File: src/rtl/e8b10b_pkt_scheduler_pkg.sv
`timescale 1ns/1ps
`default_nettype none
// ============================================================================
// Package   : e8b10b_pkg
// Purpose   : Shared K-codes, counter widths and scheduler state encoding for
//             the 8b10b packet scheduler.
// Revision  : 1.0 - initial release
// ============================================================================
package e8b10b_pkg;

  // 9-bit encoder symbols; bit 8 set marks a K-code
  localparam logic [8:0] K_SOP = 9'h13C;
  localparam logic [8:0] K_EOP = 9'h1BC;

  // Idle cycles the encoder needs after K-end for CRC bytes and K28.5
  localparam int ENC_MIN_GAP = 6;

  // Payload byte counter width (covers the 1024-byte encoder limit)
  localparam int CNT_W = 11;

  typedef enum logic [2:0] {
    IDLE = 3'd0,
    SOP  = 3'd1,
    DATA = 3'd2,
    EOP  = 3'd3,
    GAP  = 3'd4
  } sched_state_t;

endpackage
`default_nettype wire

File: src/rtl/e8b10b_pkt_scheduler_rr_arbiter.sv
`timescale 1ns/1ps
`default_nettype none
// ============================================================================
// Module    : rr_arbiter
// Purpose   : Combinational round-robin pick. Scans the request vector from
//             the pointer upward with wrap and returns the first hit as a
//             one-hot vector and as an index.
// Revision  : 1.0 - initial release
// ============================================================================
module rr_arbiter #(
  parameter int N     = 4,
  parameter int IDX_W = $clog2(N)
) (
  input  logic [N-1:0]     i_req,
  input  logic [IDX_W-1:0] i_ptr,
  output logic [N-1:0]     o_grant,
  output logic [IDX_W-1:0] o_idx,
  output logic             o_any
);

  int w_pos;

  // First requester at or after the pointer (wrapping) wins
  always_comb begin
    o_grant = '0;
    o_idx   = '0;
    o_any   = 1'b0;
    w_pos   = 0;
    for (int off = 0; off < N; off++) begin
      w_pos = int'(i_ptr) + off;
      if (w_pos >= N) begin
        w_pos = w_pos - N;
      end
      if (!o_any && i_req[w_pos]) begin
        o_any          = 1'b1;
        o_idx          = IDX_W'(w_pos);
        o_grant[w_pos] = 1'b1;
      end
    end
  end

endmodule
`default_nettype wire

File: src/rtl/e8b10b_pkt_scheduler.sv
`timescale 1ns/1ps
`default_nettype none
// ============================================================================
// Module    : e8b10b_pkt_scheduler
// Purpose   : Shares one 8b10b framing encoder among N_REQ packet sources.
//             Grants round-robin at packet boundaries, frames each packet as
//             K-start / payload / K-end and enforces the encoder idle gap.
// Revision  : 1.0 - initial release
// ============================================================================
module e8b10b_pkt_scheduler
  import e8b10b_pkg::*;
#(
  parameter int N_REQ   = 4,
  parameter int MAX_LEN = 1024,
  parameter int GAP_CYC = 6
) (
  input  logic               clk,
  input  logic               rst_n,
  input  logic               i_enable,
  input  logic [N_REQ-1:0]   i_req_valid,
  input  logic [N_REQ-1:0]   i_req_sop,
  input  logic [N_REQ-1:0]   i_req_eop,
  input  logic [8*N_REQ-1:0] i_req_data,
  output logic [N_REQ-1:0]   o_req_ready,
  output logic               o_pushin,
  output logic               o_startin,
  output logic [8:0]         o_datain,
  output logic [2:0]         o_grant_id,
  output logic               o_busy,
  output logic               o_err_underrun,
  output logic               o_err_overlen,
  output logic               o_err_framing
);

  localparam int IDX_W = $clog2(N_REQ);
  // A gap shorter than the encoder minimum would corrupt its CRC tail
  localparam int GAP_EFF = (GAP_CYC < ENC_MIN_GAP) ? ENC_MIN_GAP : GAP_CYC;
  localparam int GAP_W   = $clog2(GAP_EFF);
  localparam logic [GAP_W-1:0] GAP_LOAD = GAP_W'(GAP_EFF - 1);
  localparam logic [CNT_W-1:0] CNT_LAST = CNT_W'(MAX_LEN - 1);

  sched_state_t     r_state, w_state_nxt;
  logic [IDX_W-1:0] r_grant, w_grant_nxt;
  logic [N_REQ-1:0] r_grant_oh, w_grant_oh_nxt;
  logic [IDX_W-1:0] r_ptr, w_ptr_nxt;
  logic [CNT_W-1:0] r_cnt, w_cnt_nxt;
  logic [GAP_W-1:0] r_gap, w_gap_nxt;
  logic             r_pushin, w_push_nxt;
  logic             r_startin, w_start_nxt;
  logic [8:0]       r_datain, w_data_nxt;
  logic             r_err_und, w_und_nxt;
  logic             r_err_ovl, w_ovl_nxt;
  logic             r_err_frm, w_frm_nxt;
  logic [N_REQ-1:0] w_ready;

  logic [N_REQ-1:0] w_cand;
  logic [N_REQ-1:0] w_arb_oh;
  logic [IDX_W-1:0] w_arb_idx;
  logic             w_arb_any;
  logic             w_sel_valid;
  logic             w_sel_eop;
  logic [7:0]       w_sel_data;
  logic [IDX_W-1:0] w_ptr_adv;

  // Only ports presenting a first byte may start a packet
  assign w_cand = i_req_valid & i_req_sop;

  rr_arbiter #(
    .N     (N_REQ),
    .IDX_W (IDX_W)
  ) u_arb (
    .i_req   (w_cand),
    .i_ptr   (r_ptr),
    .o_grant (w_arb_oh),
    .o_idx   (w_arb_idx),
    .o_any   (w_arb_any)
  );

  // Byte lane of the granted requester; sop is irrelevant once granted
  assign w_sel_valid = |(i_req_valid & r_grant_oh);
  assign w_sel_eop   = |(i_req_eop & r_grant_oh);
  assign w_sel_data  = i_req_data[8*r_grant +: 8];
  assign w_ptr_adv   = (r_grant == IDX_W'(N_REQ - 1)) ? '0 : r_grant + 1'b1;

  // Next-state, next-output and ready generation
  always_comb begin
    w_state_nxt    = r_state;
    w_grant_nxt    = r_grant;
    w_grant_oh_nxt = r_grant_oh;
    w_ptr_nxt      = r_ptr;
    w_cnt_nxt      = r_cnt;
    w_gap_nxt      = r_gap;
    w_push_nxt     = 1'b0;
    w_start_nxt    = 1'b0;
    w_data_nxt     = '0;
    w_und_nxt      = 1'b0;
    w_ovl_nxt      = 1'b0;
    w_frm_nxt      = 1'b0;
    w_ready        = '0;
    unique case (r_state)
      IDLE: begin
        // Orphan mid-packet bytes are drained here and reported
        w_ready   = i_req_valid & ~i_req_sop;
        w_frm_nxt = |w_ready;
        if (i_enable && w_arb_any) begin
          w_grant_nxt    = w_arb_idx;
          w_grant_oh_nxt = w_arb_oh;
          w_state_nxt    = SOP;
        end
      end
      SOP: begin
        // The sop byte is held by the requester and taken in the first DATA cycle
        w_push_nxt  = 1'b1;
        w_start_nxt = 1'b1;
        w_data_nxt  = K_SOP;
        w_cnt_nxt   = '0;
        w_state_nxt = DATA;
      end
      DATA: begin
        w_ready = r_grant_oh;
        if (w_sel_valid) begin
          w_push_nxt = 1'b1;
          w_data_nxt = {1'b0, w_sel_data};
          w_cnt_nxt  = r_cnt + 1'b1;
          if (w_sel_eop) begin
            w_state_nxt = EOP;
          end else if (r_cnt == CNT_LAST) begin
            w_ovl_nxt   = 1'b1;
            w_state_nxt = EOP;
          end
        end else begin
          // Underrun: emit K-end right away so the encoder sees no bubble
          w_und_nxt   = 1'b1;
          w_push_nxt  = 1'b1;
          w_data_nxt  = K_EOP;
          w_ptr_nxt   = w_ptr_adv;
          w_gap_nxt   = GAP_LOAD;
          w_state_nxt = GAP;
        end
      end
      EOP: begin
        w_push_nxt  = 1'b1;
        w_data_nxt  = K_EOP;
        w_ptr_nxt   = w_ptr_adv;
        w_gap_nxt   = GAP_LOAD;
        w_state_nxt = GAP;
      end
      GAP: begin
        if (r_gap == '0) begin
          w_state_nxt = IDLE;
        end else begin
          w_gap_nxt = r_gap - 1'b1;
        end
      end
      default: begin
        w_state_nxt = IDLE;
      end
    endcase
  end

  // Control state: FSM, grant, round-robin pointer, byte and gap counters
  always_ff @(posedge clk or negedge rst_n) begin
    if (!rst_n) begin
      r_state    <= IDLE;
      r_grant    <= '0;
      r_grant_oh <= '0;
      r_ptr      <= '0;
      r_cnt      <= '0;
      r_gap      <= '0;
    end else begin
      r_state    <= w_state_nxt;
      r_grant    <= w_grant_nxt;
      r_grant_oh <= w_grant_oh_nxt;
      r_ptr      <= w_ptr_nxt;
      r_cnt      <= w_cnt_nxt;
      r_gap      <= w_gap_nxt;
    end
  end

  // Registered encoder interface and error pulses
  always_ff @(posedge clk or negedge rst_n) begin
    if (!rst_n) begin
      r_pushin  <= 1'b0;
      r_startin <= 1'b0;
      r_datain  <= '0;
      r_err_und <= 1'b0;
      r_err_ovl <= 1'b0;
      r_err_frm <= 1'b0;
    end else begin
      r_pushin  <= w_push_nxt;
      r_startin <= w_start_nxt;
      r_datain  <= w_data_nxt;
      r_err_und <= w_und_nxt;
      r_err_ovl <= w_ovl_nxt;
      r_err_frm <= w_frm_nxt;
    end
  end

  assign o_req_ready    = w_ready;
  assign o_pushin       = r_pushin;
  assign o_startin      = r_startin;
  assign o_datain       = r_datain;
  assign o_grant_id     = 3'(r_grant);
  assign o_busy         = (r_state != IDLE);
  assign o_err_underrun = r_err_und;
  assign o_err_overlen  = r_err_ovl;
  assign o_err_framing  = r_err_frm;

endmodule
`default_nettype wire
File: config.mk
export PLATFORM = sky130hd
export DESIGN_NAME = e8b10b_pkt_scheduler
export DESIGN_NICKNAME = d
export VERILOG_FILES = /design/src/rtl/e8b10b_pkt_scheduler_pkg.sv /design/src/rtl/e8b10b_pkt_scheduler_rr_arbiter.sv /design/src/rtl/e8b10b_pkt_scheduler.sv
export SDC_FILE = /design/constraint.sdc
export NUM_CORES = 1
export LEC_CHECK = 0
export ABC_AREA = 1
export BUFFER_PORTS_ARGS = -buffer_cell sky130_fd_sc_hd__buf_2
export CAP_MARGIN = 15
export CORE_MARGIN = 2
export CORE_UTILIZATION = 50
export DETAILED_ROUTE_END_ITERATION = 8
export PLACE_DENSITY = 0.76
export REMOVE_ABC_BUFFERS = 1
export SETUP_SLACK_MARGIN = 0.4
export SLEW_MARGIN = 25
export SYNTH_ARGS = -nofsm -noshare
export SYNTH_HDL_FRONTEND = slang
export SYNTH_SLANG_ARGS = --single-unit
File: constraint.sdc
create_clock -name clk -period 2.65 [get_ports clk]
set_input_delay 0.265 -clock clk [delete_from_list [all_inputs] [get_ports clk]]
set_output_delay 0.265 -clock clk [all_outputs]
set_load 0.1 [all_outputs]
==> results of run 1 <==
[critical path: cells and delay by family, from the launching register on]
family	cells	cell delay, ps
AOI/OAI and AO/OA	1	260
and+or+nand+nor	2	430
buffers and inverters	3	510
DFF	1	400
[what timing repair did]
item                                   CTS  global route
gates cloned                             0             0
endpoints found under the hold margin    0             0
setup endpoints to repair                4             8
gates resized for setup                  5             3
[layer usage]
layer | vias up | GRT usage
li1 | 1358 | -
met1 | 1281 | 0.3021
met2 | 94 | 0.4103
met3 | 8 | 0.04368
met4 | 0 | 0.07368
met5 | - | 0
[cell type report]
class                   count  area (um2)
clock buffers               5       68.82
repair buffers             69       367.9
flip-flops and latches     39       977.2
fillers                   466        1931
multi-input cells         284        1540
inverters                  49       188.9
well taps                  70       87.58
clock inverters             3       43.79
[metrics by stage]
step / instances / setup TNS, ps / power, mW / util / setup slack, ps
after CTS: 519 / 0 / 4.154 / 0.6274 / 480.7
after global routing: 519 / 0 / 4.468 / 0.6291 / 410.8
after global placement: 511 / 0 / 3.578 / 0.6034 / 620.3
after detailed placement: 511 / 0 / 3.622 / 0.6034 / 548.8
final: 519 / 0 / 4.165 / 0.6291 / 470.3
after floorplan: 372 / -2982 / 3.073 / - / -1249
[kinds of logic (layout without fill, tap and decap cells)]
logic type | after synthesis | after routing | synth area share
compound gates | 50 | 50 | 0.1019
xor+xnor | 2 | 2 | 0.006397
fa+ha+maj | 11 | 11 | 0.05025
buf+inv | 56 | 126 | 0.08223
flops | 39 | 39 | 0.3563
other cells | 1 | 1 | 0.001369
simple gates | 220 | 220 | 0.4016
[flip-flops by register name (all words and copies together), names as in the netlist]
| register | count |
|---|---|
| o_err_overlen | 1 |
| o_pushin | 1 |
| r_cnt | 11 |
| o_startin | 1 |
| r_ptr | 2 |
| r_state | 3 |
| o_err_underrun | 1 |
| r_grant_oh | 4 |
| r_gap | 3 |
| o_datain | 9 |
| r_grant | 2 |
| o_err_framing | 1 |
[worst max-delay path by stage]
| stage | start | slack [ps] | cells after the start | end |
|---|---|---|---|---|
| 2_1_floorplan | r_state[0] | -1250 | 5 | o_req_ready[3] |
| 3_3_place_gp | r_state[0] | 620 | 6 | o_req_ready[2] |
| 3_5_place_dp | r_ptr[1] | 550 | 10 | r_grant_oh[0] |
| 4_1_cts | r_state[0] | 480 | 6 | o_req_ready[3] |
| 5_1_grt | r_state[0] | 410 | 6 | o_req_ready[3] |
| 6_report | r_state[0] | 470 | 6 | o_req_ready[3] |
[power breakdown]
group / total (mW) / switching (mW) / internal (mW)
clock network: 0.506 / 0.225 / 0.280
registers: 0.943 / 0.170 / 0.772
logic: 2.72 / 2.05 / 0.664
[cell usage after synthesis (all sizes together)]
cell type / n
ha: 11
dfrtp: 39
nand3: 36
clkbuf: 3
buf: 4
nor3: 1
o22ai: 9
o21ai: 30
a21oi: 6
nor4: 2
xor2: 2
nand3b: 1
conb: 1
or2: 2
nor2: 59
o221ai: 1
nand4: 11
nand2: 108
a22o: 2
a41oi: 1
inv: 49
o21a: 1
==> flow_metrics.env, run 1 <==
export IMPL_ff2ff_setup_slack_ps=620
export IMPL_drt_first_iter_violations=218
export IMPL_hold_path_class="primary input to async pin"
export IMPL_post_dp_hpwl_um=5204
export IMPL_cts_buffers=5
export IMPL_wire_per_inst_um=13.12
export IMPL_synth_area_um2=2739
export IMPL_diodes=0
export IMPL_io_pins=69
export IMPL_clkSinkCount=39
export IMPL_min_period_ps=2180
export IMPL_path_cells="nor2_1, inv_1, nor2_2, inv_1, o21ai_0, buf_6"
export IMPL_slew_violations=0
export IMPL_clock_latency_ps=300
export IMPL_place_congestion=0.8369
export IMPL_grt_max_degree=40
export IMPL_grt_pass1_vias=2570
export IMPL_synth_seq_cells=39
export IMPL_drt_total_wl_um=6807
export IMPL_num_vias=2741
export IMPL_yosys_warnings=0
export IMPL_cap_violations=0
export IMPL_layout_drive_gt1_share=0.2494
export IMPL_period_share=0.8225
export IMPL_ys_types=32
export IMPL_fin_nets=506
export IMPL_vdd_drop_max_mv=0.7358
export IMPL_cp_start_kind="flip-flop"
export IMPL_ys_top_cells_by_area="dfrtp_1, nand2_1, nor2_1"
export IMPL_clkTransAtPathRegs_ps=80
export IMPL_crit_type="flip-flop to output pin"
export IMPL_r2r_end="r_grant[0]"
export IMPL_slowest_stage="dfrtp_1"
export IMPL_top_layer="met4"
export IMPL_dieArea_um2=6086
export IMPL_syn_to_final_growth_pct=19.55
export IMPL_leakage_nw=1.745
export IMPL_placementRows=26
export IMPL_fin_worst_skew_ps=4.198
export IMPL_fmax_mhz=458.8
export IMPL_relSlewSlack=0.4146
export IMPL_placed_area_um2=3141
export IMPL_wl_met3_um=461
export IMPL_numPortBuffers=67
export IMPL_cts_hold_buf=0
export IMPL_synth_top_area_frac=0.3563
export IMPL_synth_area_per_cell_um2=7.227
export IMPL_setup_viol=0
export IMPL_synth_area_leader_cell="dfrtp_1"
export IMPL_status="completed"
export IMPL_postRouteAntennaNets=0
export IMPL_firstDrtPassIters=4
export IMPL_initial_core_util=0.5262
export IMPL_hold_viol_final=0
export IMPL_cts_tree="built"
export IMPL_worstPathArrival_ps=1910
export IMPL_cp_common_cell="inv_1"
export IMPL_max_clock_path_buffers=2
export IMPL_rsz0062_at_grt="false"
export IMPL_vias_per_cell=5.281
export IMPL_final_cell_mix="nand2_1, buf_2, nor2_1, inv_1, dfrtp_1"
export IMPL_htree_levels=2
export IMPL_post_cts_repair_setup_buffers=0
export IMPL_met1_length_um=3029
export IMPL_required_ps=2380
export IMPL_seq_area_frac_synth=0.3563
export IMPL_drcViolationCount=0
export IMPL_cts_root_buffer="clkbuf_8"
export IMPL_holdWs_ps=69.59
export IMPL_grt_first_pass_wirelength_um=11600
export IMPL_crit_fanout=6
export IMPL_grt_overflow_total=0
export IMPL_antenna_found_initial=0
export IMPL_grt_usage=0.2373
export IMPL_worst_pin_slew_ps=878.1
export IMPL_power_density_nw_per_um2=1272
export IMPL_max_stage_delay_ps=400
export IMPL_core_um2=5205
export IMPL_final_common_cell="nand2_1"
export IMPL_die_y_um=78.01
export IMPL_r2r_cells=10
export IMPL_end_kind="output pin"
export IMPL_die_x_um=78.01
export IMPL_worstReg2RegStart="r_ptr[1]"
export IMPL_synthesis_instances=379
export IMPL_wl_met2_um=3235
export IMPL_finalInstanceArea_um2=3274
No activity file was read; power rests on OpenSTA's default activity.
==> inputs of run 2 (changes only) <==
--- a/config.mk
+++ b/config.mk
@@ -9,7 +9,7 @@
 export BUFFER_PORTS_ARGS = -buffer_cell sky130_fd_sc_hd__buf_2
 export CAP_MARGIN = 15
 export CORE_MARGIN = 2
-export CORE_UTILIZATION = 50
+export CORE_UTILIZATION = 48
 export DETAILED_ROUTE_END_ITERATION = 8
 export PLACE_DENSITY = 0.76
 export REMOVE_ABC_BUFFERS = 1
==> constraint.sdc (replaced) <==
create_clock -name clk -period 1.8 [get_ports clk]
set_input_delay 0.18 -clock clk [delete_from_list [all_inputs] [get_ports clk]]
set_output_delay 0.18 -clock clk [all_outputs]
set_load 0.1 [all_outputs]
==> flow_metrics.env, run 2 (same netlist as run 1, synthesis figures left out) <==
export IMPL_status="complete, but fails checks"
export IMPL_violations="negative setup slack"
export IMPL_regArea_um2=978.4
export IMPL_post_dp_hpwl_um=5411
export IMPL_cap_violations=0
export IMPL_holdWs_ps=178.6
export IMPL_firstDrtPassIters=4
export IMPL_setup_viol=4
export IMPL_num_vias=3083
export IMPL_fmax_mhz=545.4
export IMPL_die_y_um=79.54
export IMPL_final_common_cell="nand2_1"
export IMPL_grt_pass1_vias=2809
export IMPL_place_congestion=0.8601
export IMPL_cts_tree="built"
export IMPL_worst_slack_ps=-33.40
export IMPL_vias_per_cell=5.437
export IMPL_slew_violations=0
export IMPL_multiInputGateArea_um2=1788
export IMPL_placementRows=27
export IMPL_largest_register_ffs=11
export IMPL_required_ps=1620
export IMPL_cp_start_kind="flip-flop"
export IMPL_clkTransAtPathRegs_ps=80
export IMPL_fillers=366
export IMPL_grt_usage=0.2566
export IMPL_power_density_nw_per_um2=1965
export IMPL_drt_first_iter_violations=288
export IMPL_finalInstanceArea_um2=4041
export IMPL_numPortBuffers=67
export IMPL_rsz0062_at_grt="true"
export IMPL_drcViolationCount=0
export IMPL_antenna_found_initial=0
export IMPL_max_clock_path_buffers=2
export IMPL_final_cell_mix="nand2_1, buf_2, nor2_1, dfrtp_1, inv_1"
export IMPL_period_share=1.019
export IMPL_placed_area_um2=3278
export IMPL_leakage_nw=2.036
export IMPL_dieArea_um2=6327
export IMPL_initial_core_util=0.4974
export IMPL_clock_latency_ps=310
export IMPL_hold_path_class="primary input to flip-flop"
export IMPL_die_x_um=79.54
export IMPL_cts_root_buffer="clkbuf_8"
export IMPL_fin_worst_skew_ps=9.578
export IMPL_min_period_ps=1833
export IMPL_hold_viol_final=0
export IMPL_grt_first_pass_wirelength_um=12610
export IMPL_core_um2=5507
export IMPL_clkSinkCount=39
export IMPL_htree_levels=2
export IMPL_grt_overflow_total=0
export IMPL_layout_drive_gt1_share=0.4202
export IMPL_crit_type="flip-flop to output pin"
export IMPL_postRouteAntennaNets=0
export IMPL_syn_to_final_growth_pct=47.56
export IMPL_fin_nets=552
export IMPL_io_pins=69
export IMPL_grt_max_degree=40
export IMPL_regMostFlops="r_cnt"
export IMPL_drt_total_wl_um=9076
export IMPL_diodes=0
export IMPL_wire_per_inst_um=16.01
export IMPL_vdd_drop_max_mv=1.131
export IMPL_cts_buffers=5
export IMPL_crit_fanout=6
export IMPL_worstPathArrival_ps=1650
export IMPL_end_kind="output pin"
run 2: what timing repair did:
item / in CTS / in global routing
gates resized for setup: 50 / 60
endpoints found under the hold margin: 39 / 0
hold buffers: 1 / 0
pin swaps: 10 / 26
endpoints found under the setup margin: 34 / 40
setup buffers: 22 / 13
run 2: path summary, 6_finish.rpt:
kind / startpoint / end / slack [ps] / cells past startpoint
setup / recovery: r_state[2] / o_req_ready[0] / -30 / 5
hold / removal: i_req_data[24] / o_datain[0] / 180 / 3
setup reg to reg: r_state[2] / r_cnt[5] / 0 / 9
hold reg to reg: r_gap[2] / r_gap[2] / 540 / 2
max in group asynchronous: rst_n / r_grant[0] / 1000 / 3
min in group asynchronous: rst_n / o_datain[5] / 450 / 3
run 2: layer usage:
layer / share of wire / global-route usage / wire length (um) / up-vias
met5: 0 / 0 / 0 / -
met4: 0.044 / 0.1259 / 402 / 0
met3: 0.077 / 0.04751 / 703 / 40
met2: 0.49 / 0.4445 / 4437 / 177
met1: 0.39 / 0.3035 / 3533 / 1407
li1: - / - / - / 1459
run 2: report_power, final:
group | internal (mW) | switching, mW | total [mW]
logic | 2.05 | 3.87 | 5.92
registers | 1.14 | 0.208 | 1.35
clock network | 0.348 | 0.326 | 0.674
run 2: critical path, stage by stage (launching register included):
cell,delay (ps)
dfrtp_1,470
buf_6,180
nor2_4,190
inv_6,90
o22ai_4,200
buf_12,200
run 2: per-stage QoR:
stage | utilization | TNS [ps] | power (mW) | instances | setup slack, ps
floorplan | - | -8765 | 4.524 | 372 | -2014
global route | 0.7339 | -177.5 | 8.349 | 567 | -37.86
global placement | 0.5953 | 0 | 5.518 | 523 | 162.2
CTS | 0.6748 | 0 | 6.995 | 554 | 87.60
detailed placement | 0.5953 | 0 | 5.588 | 523 | 144.6
finish | 0.7339 | -45.94 | 7.942 | 567 | -33.40
run 2: final cells by class:
cell class | count | share of cell area
clock buffer | 7 | 0.02384
clock inverter | 1 | 0.001858
inverter | 49 | 0.05139
multi-input combinational | 284 | 0.4424
sequential | 39 | 0.2421
tap | 72 | 0.02229
timing repair buffer | 115 | 0.2161
